### config.mk
export PLATFORM = sky130hd
export DESIGN_NAME = lsu_ctrl
export DESIGN_NICKNAME = d
export VERILOG_FILES = /design/src/rtl/lsu_ctrl.sv
export SDC_FILE = /design/constraint.sdc
export NUM_CORES = 1
export LEC_CHECK = 0
export CAP_MARGIN = 20
export CORE_ASPECT_RATIO = 0.7
export CORE_MARGIN = 8
export CORE_UTILIZATION = 44
export CTS_CLUSTER_DIAMETER = 100
export DETAILED_ROUTE_END_ITERATION = 10
export PLACE_DENSITY = 0.9
export SLEW_MARGIN = 25
export SYNTH_ARGS = -nofsm -noshare
export SYNTH_HDL_FRONTEND = slang
export SYNTH_SLANG_ARGS = --single-unit
export TNS_END_PERCENT = 100
### constraint.sdc
create_clock -name CLK -period 2 [get_ports CLK]
set_input_delay 0.4 -clock CLK [delete_from_list [all_inputs] [get_ports CLK]]
set_output_delay 0.4 -clock CLK [all_outputs]
set_load 0.1 [all_outputs]
### src/rtl/lsu_ctrl.sv
// Load/store unit: turns a core load/store into one handshaked memory access.
// Builds byte lanes, extends load data, and reports misaligned/illegal/timeout faults.
module lsu_ctrl #(
  parameter int DATA_WIDTH = 32,
  parameter int ADDR_WIDTH = 32,
  parameter int TIMEOUT    = 16
) (
  input  logic                    CLK,
  input  logic                    RST,
  input  logic                    MemRead,
  input  logic                    MemWrite,
  input  logic [2:0]              funct3,
  input  logic [ADDR_WIDTH-1:0]   Addr,
  input  logic [DATA_WIDTH-1:0]   WriteData,
  output logic                    Stall,
  output logic                    Done,
  output logic [DATA_WIDTH-1:0]   RDOut,
  output logic                    Fault,
  output logic [1:0]              FaultCode,
  output logic                    mem_req,
  output logic                    mem_we,
  output logic [ADDR_WIDTH-1:0]   mem_addr,
  output logic [DATA_WIDTH/8-1:0] mem_be,
  output logic [DATA_WIDTH-1:0]   mem_wdata,
  input  logic                    mem_ready,
  input  logic                    mem_rvalid,
  input  logic [DATA_WIDTH-1:0]   mem_rdata,
  output logic [1:0]              dbg_state
);

  localparam int NB = DATA_WIDTH / 8;
  localparam int OW = $clog2(NB);
  localparam int CW = $clog2(TIMEOUT + 1);

  // Handshake: mem_req is held while in REQ; the access is accepted on the
  // first rising edge where mem_req && mem_ready. Load data is taken on the
  // first edge in WAIT where mem_rvalid is high; both are ignored elsewhere.
  typedef enum logic [1:0] {
    S_IDLE = 2'd0,
    S_REQ  = 2'd1,
    S_WAIT = 2'd2,
    S_DONE = 2'd3
  } state_t;

  state_t                  state_q, state_d;
  logic [CW-1:0]           cnt_q, cnt_d;
  logic [DATA_WIDTH-1:0]   rd_q, rd_d;
  logic                    fault_q, fault_d;
  logic [1:0]              code_q, code_d;
  logic [ADDR_WIDTH-1:0]   addr_q, addr_d;
  logic [NB-1:0]           be_q, be_d;
  logic [DATA_WIDTH-1:0]   wdata_q, wdata_d;
  logic                    we_q, we_d;
  logic [2:0]              f3_q, f3_d;
  logic [OW-1:0]           off_q, off_d;

  logic                    req_any;
  logic                    legal;
  logic                    misaligned;
  logic [OW-1:0]           off_in;
  logic [NB-1:0]           be_base;
  logic [NB-1:0]           be_new;
  logic [DATA_WIDTH-1:0]   wdata_new;
  logic [DATA_WIDTH-1:0]   shifted;
  logic [DATA_WIDTH-1:0]   load_ext;

  // Request decode: legality, alignment and lane pattern from funct3/Addr.
  always_comb begin
    req_any    = MemRead | MemWrite;
    off_in     = Addr[OW-1:0];
    legal      = 1'b0;
    misaligned = 1'b0;
    be_base    = '0;
    wdata_new  = WriteData;
    if (MemWrite) begin
      legal = (funct3 == 3'b000) || (funct3 == 3'b001) || (funct3 == 3'b010) ||
              ((DATA_WIDTH == 64) && (funct3 == 3'b011));
    end else begin
      legal = (funct3 == 3'b000) || (funct3 == 3'b001) || (funct3 == 3'b010) ||
              (funct3 == 3'b100) || (funct3 == 3'b101) ||
              ((DATA_WIDTH == 64) && ((funct3 == 3'b011) || (funct3 == 3'b110)));
    end
    case (funct3[1:0])
      2'b00: begin
        misaligned = 1'b0;
        be_base    = NB'(1);
        wdata_new  = {NB{WriteData[7:0]}};
      end
      2'b01: begin
        misaligned = Addr[0];
        be_base    = NB'(3);
        wdata_new  = {(NB/2){WriteData[15:0]}};
      end
      2'b10: begin
        misaligned = |Addr[1:0];
        be_base    = NB'(15);
        wdata_new  = {(NB/4){WriteData[31:0]}};
      end
      default: begin
        misaligned = |Addr[2:0];
        be_base    = '1;
        wdata_new  = WriteData;
      end
    endcase
    be_new = be_base << off_in;
  end

  // Load extraction works on the latched lane offset and width code.
  always_comb begin
    shifted  = mem_rdata >> {off_q, 3'b000};
    load_ext = shifted;
    case (f3_q)
      3'b000:  load_ext = DATA_WIDTH'($signed(shifted[7:0]));
      3'b001:  load_ext = DATA_WIDTH'($signed(shifted[15:0]));
      3'b010:  load_ext = DATA_WIDTH'($signed(shifted[31:0]));
      3'b100:  load_ext = DATA_WIDTH'(shifted[7:0]);
      3'b101:  load_ext = DATA_WIDTH'(shifted[15:0]);
      3'b110:  load_ext = DATA_WIDTH'(shifted[31:0]);
      default: load_ext = shifted;
    endcase
  end

  always_comb begin
    state_d = state_q;
    cnt_d   = cnt_q;
    rd_d    = rd_q;
    fault_d = 1'b0;
    code_d  = 2'b00;
    addr_d  = addr_q;
    be_d    = be_q;
    wdata_d = wdata_q;
    we_d    = we_q;
    f3_d    = f3_q;
    off_d   = off_q;
    case (state_q)
      S_IDLE: begin
        if (req_any) begin
          if (!legal) begin
            state_d = S_DONE;
            fault_d = 1'b1;
            code_d  = 2'b11;
          end else if (misaligned) begin
            state_d = S_DONE;
            fault_d = 1'b1;
            code_d  = 2'b01;
          end else begin
            state_d = S_REQ;
            cnt_d   = '0;
            addr_d  = Addr & ~ADDR_WIDTH'(NB - 1);
            be_d    = be_new;
            wdata_d = wdata_new;
            we_d    = MemWrite;
            f3_d    = funct3;
            off_d   = off_in;
          end
        end
      end
      S_REQ: begin
        cnt_d = CW'(cnt_q + 1'b1);
        if (mem_ready) begin
          state_d = we_q ? S_DONE : S_WAIT;
        end else if (cnt_d == CW'(TIMEOUT)) begin
          state_d = S_DONE;
          fault_d = 1'b1;
          code_d  = 2'b10;
        end
      end
      S_WAIT: begin
        cnt_d = CW'(cnt_q + 1'b1);
        if (mem_rvalid) begin
          rd_d    = load_ext;
          state_d = S_DONE;
        end else if (cnt_d == CW'(TIMEOUT)) begin
          state_d = S_DONE;
          fault_d = 1'b1;
          code_d  = 2'b10;
        end
      end
      default: state_d = S_IDLE;
    endcase
  end

  always_ff @(posedge CLK) begin
    if (RST) begin
      state_q <= S_IDLE;
      cnt_q   <= '0;
      rd_q    <= '0;
      fault_q <= 1'b0;
      code_q  <= 2'b00;
      addr_q  <= '0;
      be_q    <= '0;
      wdata_q <= '0;
      we_q    <= 1'b0;
      f3_q    <= 3'b000;
      off_q   <= '0;
    end else begin
      state_q <= state_d;
      cnt_q   <= cnt_d;
      rd_q    <= rd_d;
      fault_q <= fault_d;
      code_q  <= code_d;
      addr_q  <= addr_d;
      be_q    <= be_d;
      wdata_q <= wdata_d;
      we_q    <= we_d;
      f3_q    <= f3_d;
      off_q   <= off_d;
    end
  end

  assign Stall     = ((state_q == S_IDLE) && req_any) || (state_q == S_REQ) || (state_q == S_WAIT);
  assign Done      = (state_q == S_DONE);
  assign Fault     = fault_q;
  assign FaultCode = code_q;
  assign RDOut     = rd_q;
  assign mem_req   = (state_q == S_REQ);
  assign mem_we    = we_q;
  assign mem_addr  = addr_q;
  assign mem_be    = be_q;
  assign mem_wdata = wdata_q;
  assign dbg_state = state_q;

endmodule

==> impl_metrics.xml <==
<?xml version="1.0" encoding="UTF-8"?>
<metrics>
  <group name="run_status">
    <metric name="run_status" unit="">finished with violations</metric>
    <metric name="violations" unit="">setup timing</metric>
  </group>
  <group name="die">
    <metric name="die_height" unit="um">107.6</metric>
    <metric name="fp.coreArea" unit="sq um">11690</metric>
    <metric name="std_cell_rows" unit="">33</metric>
    <metric name="dieWidth" unit="um">146.9</metric>
    <metric name="die-area" unit="sq um">15810</metric>
    <metric name="initial_utilization" unit="">0.4515</metric>
    <metric name="top_level_ports" unit="">214</metric>
  </group>
  <group name="timing">
    <metric name="unrepaired_setup_endpoints_after_global_routing" unit="">true</metric>
    <metric name="relative_slew_slack" unit="">0.5603</metric>
    <metric name="timing.clock.skew" unit="ns">0.01115</metric>
    <metric name="worstMarginPinSlew" unit="ns">0.6583</metric>
    <metric name="final-setup-viol-count" unit="">1</metric>
    <metric name="final_hold_violation_count" unit="">0</metric>
    <metric name="finalMaxSlewViolations" unit="">0</metric>
    <metric name="setup_tns" unit="ns">-0.01568</metric>
    <metric name="post-route-period-util" unit="">1.008</metric>
    <metric name="timing.final.ws_setup" unit="ns">-0.01568</metric>
    <metric name="achievable-frequency" unit="MHz">496.1</metric>
    <metric name="period_needed" unit="ns">2.016</metric>
  </group>
  <group name="power">
    <metric name="power_leakage" unit="uW">0.003261</metric>
    <metric name="share_clk_of_total_power" unit="">0.251</metric>
    <metric name="sequentialPowerShare" unit="">0.249</metric>
    <metric name="power.density" unit="nW/um^2">1420</metric>
    <metric name="power_frac_comb" unit="">0.500</metric>
    <metric name="internal_power" unit="uW">6198</metric>
    <metric name="switching_share" unit="">0.4647</metric>
    <metric name="power.switching" unit="uW">5381</metric>
    <metric name="max-vdd-ir-drop" unit="mV">0.8267</metric>
  </group>
  <group name="synthesis">
    <metric name="postSynthRegisterBits" unit="">114</metric>
    <metric name="synth-main-ff-cell" unit="">dfxtp_1</metric>
    <metric name="yosysTopAreaCell" unit="">dfxtp_1</metric>
    <metric name="syn_inst" unit="">640</metric>
    <metric name="post_synth_instance_area" unit="sq um">5276</metric>
    <metric name="yosys.cell_types.count" unit="">48</metric>
    <metric name="post_synth_most_frequent_cells" unit="">nand2_1 (139), dfxtp_1 (114), a21oi_1 (93), nor2_1 (49), mux2i_1 (35)</metric>
    <metric name="netlist_top_cells_area" unit="">dfxtp_1 (43%), nand2_1 (9.9%), a21oi_1 (8.8%)</metric>
    <metric name="synth-edff-count" unit="">0</metric>
    <metric name="fraction_of_registers_with_async_set_reset" unit="">0</metric>
    <metric name="synthMostInstantiatedCell" unit="">nand2_1</metric>
    <metric name="synth-warning-count" unit="">0</metric>
    <metric name="synth_area_per_cell" unit="sq um">8.244</metric>
    <metric name="ys_seq_area_frac" unit="">0.4325</metric>
    <metric name="netlist.area_leader.share" unit="">0.4325</metric>
  </group>
  <group name="placed_design">
    <metric name="placement.cell_area" unit="sq um">7495</metric>
    <metric name="routabilityCongestion" unit="">0.8848</metric>
    <metric name="io_buffers" unit="">211</metric>
    <metric name="dp_hpwl" unit="um">13520</metric>
  </group>
  <group name="grt">
    <metric name="grt_pass1_vias" unit="">5566</metric>
    <metric name="grt_pass1_wl" unit="um">29210</metric>
    <metric name="pin_count_of_the_biggest_net_entering_global_routing" unit="">57</metric>
    <metric name="grt_util_all_layers" unit="">0.2294</metric>
    <metric name="grt-ovfl-total" unit="">0</metric>
    <metric name="antenna_violations_before_repair" unit="">1</metric>
  </group>
  <group name="clocking">
    <metric name="post_cts_hold_buffer_count" unit="">0</metric>
    <metric name="cts-root-to-sink-buffers" unit="">2</metric>
    <metric name="clkSinkCount" unit="">114</metric>
    <metric name="h_tree_depth" unit="">4</metric>
    <metric name="clk-insertion-delay-late" unit="ns">0.40</metric>
    <metric name="cts.clk_slew.worst_paths" unit="ns">0.06</metric>
    <metric name="cell_at_the_root_of_the_clock_tree" unit="">clkbuf_16</metric>
    <metric name="cts-buffers-inserted" unit="">17</metric>
    <metric name="tritoncts" unit="">yes</metric>
  </group>
  <group name="cells_and_area">
    <metric name="final_area" unit="sq um">8154</metric>
    <metric name="layout.nets" unit="">970</metric>
    <metric name="area_growth_syn_to_layout" unit="%">54.54</metric>
    <metric name="antenna_cells_inserted" unit="">0</metric>
    <metric name="post_route_cells_drive_above_1_share" unit="">0.2414</metric>
  </group>
  <group name="worst_setup_path">
    <metric name="worstSetupEndpointType" unit="">output pin</metric>
    <metric name="reg2reg_slack" unit="ns">0.14</metric>
    <metric name="required" unit="ns">1.60</metric>
    <metric name="worst_ep_arrival_time" unit="ns">1.62</metric>
    <metric name="regToRegEndpoint" unit="">mem_wdata[10]$_SDFFE_PP0P_</metric>
    <metric name="biggest_fanout_along_the_worst_timing_path" unit="">4</metric>
    <metric name="critPathKind" unit="">flip-flop to output pin</metric>
    <metric name="rr_worst_depth" unit="">9</metric>
    <metric name="worstSetupStartpointType" unit="">flip-flop</metric>
    <metric name="worst_setup_path_startpoint" unit="">dbg_state[0]$_SDFFE_PP0P_</metric>
    <metric name="timing.rr.start" unit="">dbg_state[0]$_SDFFE_PP0P_</metric>
  </group>
  <group name="hold_path">
    <metric name="hold_path.startpoint" unit="">RST</metric>
    <metric name="min_delay_path_depth" unit="">2</metric>
    <metric name="hold_path.class" unit="">primary input to flip-flop</metric>
    <metric name="min_delay_worst_endpoint" unit="">RDOut[6]$_SDFFE_PP0P_</metric>
  </group>
  <group name="flow_run">
    <metric name="drv.max_cap_violation_count" unit="">0</metric>
  </group>
  <group name="drt">
    <metric name="via_density_per_instance" unit="">5.426</metric>
    <metric name="detailroute.via_count" unit="">5573</metric>
    <metric name="drt_first_pass_iters" unit="">5</metric>
    <metric name="routed_wirelength" unit="um">18810</metric>
    <metric name="drc" unit="">0</metric>
    <metric name="drt-wirelength-per-cell" unit="um">18.32</metric>
    <metric name="antenna_violating_nets_post_route" unit="">0</metric>
    <metric name="detailedRoute.firstIterationViolations" unit="">364</metric>
  </group>
</metrics>
==> registers in the layout, summed over array words and instances (netlist names) <==
register / count
mem_addr: 30
dbg_state: 2
cnt_q: 5
FaultCode: 2
mem_be: 4
mem_wdata: 32
Fault: 1
off_q: 2
mem_we: 1
RDOut: 32
f3_q: 3
==> power groups by stage <==
stage | Clock (uW) | Combinational [uW] | Sequential, uW
after CTS | 2960 | 5760 | 2880
after global routing | 3090 | 6040 | 2930
after global placement | 0 | 5500 | 2920
after detailed placement | 0 | 5560 | 2930
final | 2910 | 5780 | 2890
after floorplan | 0 | 1710 | 5270
==> logic make-up after synthesis <==
group	Yosys count	synth area share
compound gates	187	0.2314
xor+xnor	1	0.001660
fa+ha+maj	6	0.01423
buf+inv	64	0.05715
flops	114	0.4325
mux	44	0.08774
other cells	1	0.0007107
simple gates	223	0.1745
==> repair_timing <==
item | CTS | global route
gates resized for setup | 8 | 3
hold endpoints to repair | 0 | 0
setup endpoints to repair | 2 | 2
pin swaps | 2 | 1
setup buffers | 6 | 1
==> layer usage <==
metal / routed length (um) / up-vias / global-route usage
met3: 2267 / 31 / 0.1105
met5: 12 / - / 0
met1: 7445 / 2592 / 0.2622
li1: - / 2676 / -
met2: 8740 / 272 / 0.3685
met4: 345 / 2 / 0.08425
==> cells in the final DEF, fill, tap and decap left out, types with 2 or more instances in the layout <==
cell / netlist / routed
conb_1: 1 / 2
clkbuf_16: 0 / 17
a311oi_1: 10 / 10
ha_2: 0 / 2
bufinv_16: 0 / 2
inv_1: 7 / 5
buf_4: 8 / 140
buf_12: 0 / 11
clkinvlp_4: 0 / 3
o2bb2ai_1: 8 / 8
dfxtp_1: 114 / 112
ha_1: 6 / 2
nor2_1: 49 / 49
nand3b_1: 2 / 2
and2_1: 2 / 2
nand2b_1: 3 / 3
o31ai_1: 2 / 2
dfxtp_4: 0 / 2
a21o_1: 2 / 2
clkinv_2: 0 / 4
clkbuf_8: 0 / 2
o21ai_0: 15 / 14
mux2i_1: 35 / 35
nand3_1: 4 / 4
nor2b_1: 5 / 5
dlymetal6s2s_1: 0 / 2
or3_1: 4 / 3
o211ai_1: 16 / 16
mux2_2: 8 / 8
nor3_1: 9 / 9
ha_4: 0 / 2
nand2_1: 139 / 139
a21oi_1: 93 / 93
clkdlybuf4s50_1: 0 / 100
a211oi_1: 29 / 29
==> worst max-delay path by stage <==
stage                                       endpoint  slack [ns]
final                                          Stall       -0.02
after global routing                           Stall       -0.07
after CTS                                      Stall       -0.02
after detailed placement  mem_wdata[10]$_SDFFE_PP0P_       -0.34
after global placement         cnt_q[4]$_SDFFE_PP0P_       -0.19
after floorplan                                Stall       -0.03
==> layout make-up <==
cell class                 count  area [sq um]
tap                          157         196.4
sequential                   114          2290
clock buffer                  20         456.7
multi-input combinational    463          2750
fill                         915          3531
timing repair buffer         255          2317
clock inverter                10         111.4
inverter                       8         32.53
==> worst max-delay path, stage by stage (launching register included) <==
cell	delay (ns)
dfxtp_4	0.38
inv_4	0.05
ha_4	0.15
o21a_1	0.12
or3_4	0.34
buf_12	0.17
==> per-stage QoR <==
| step | instances | setup WS [ns] | power (uW) | hold slack (ns) | utilization |
|---|---|---|---|---|---|
| detailed placement | 990 | -0.3421 | 8492 | 0.4466 | 0.6414 |
| finish | 1027 | -0.01568 | 11580 | 0.2913 | 0.6978 |
| floorplan | 641 | -0.02778 | 6975 | 0.4639 | - |
| global route | 1027 | -0.07273 | 12050 | 0.2876 | 0.6978 |
| CTS | 1026 | -0.02333 | 11590 | 0.2645 | 0.6968 |
| global placement | 990 | -0.1927 | 8422 | 0.4420 | 0.6414 |
Power figures use the tool's default switching activity.
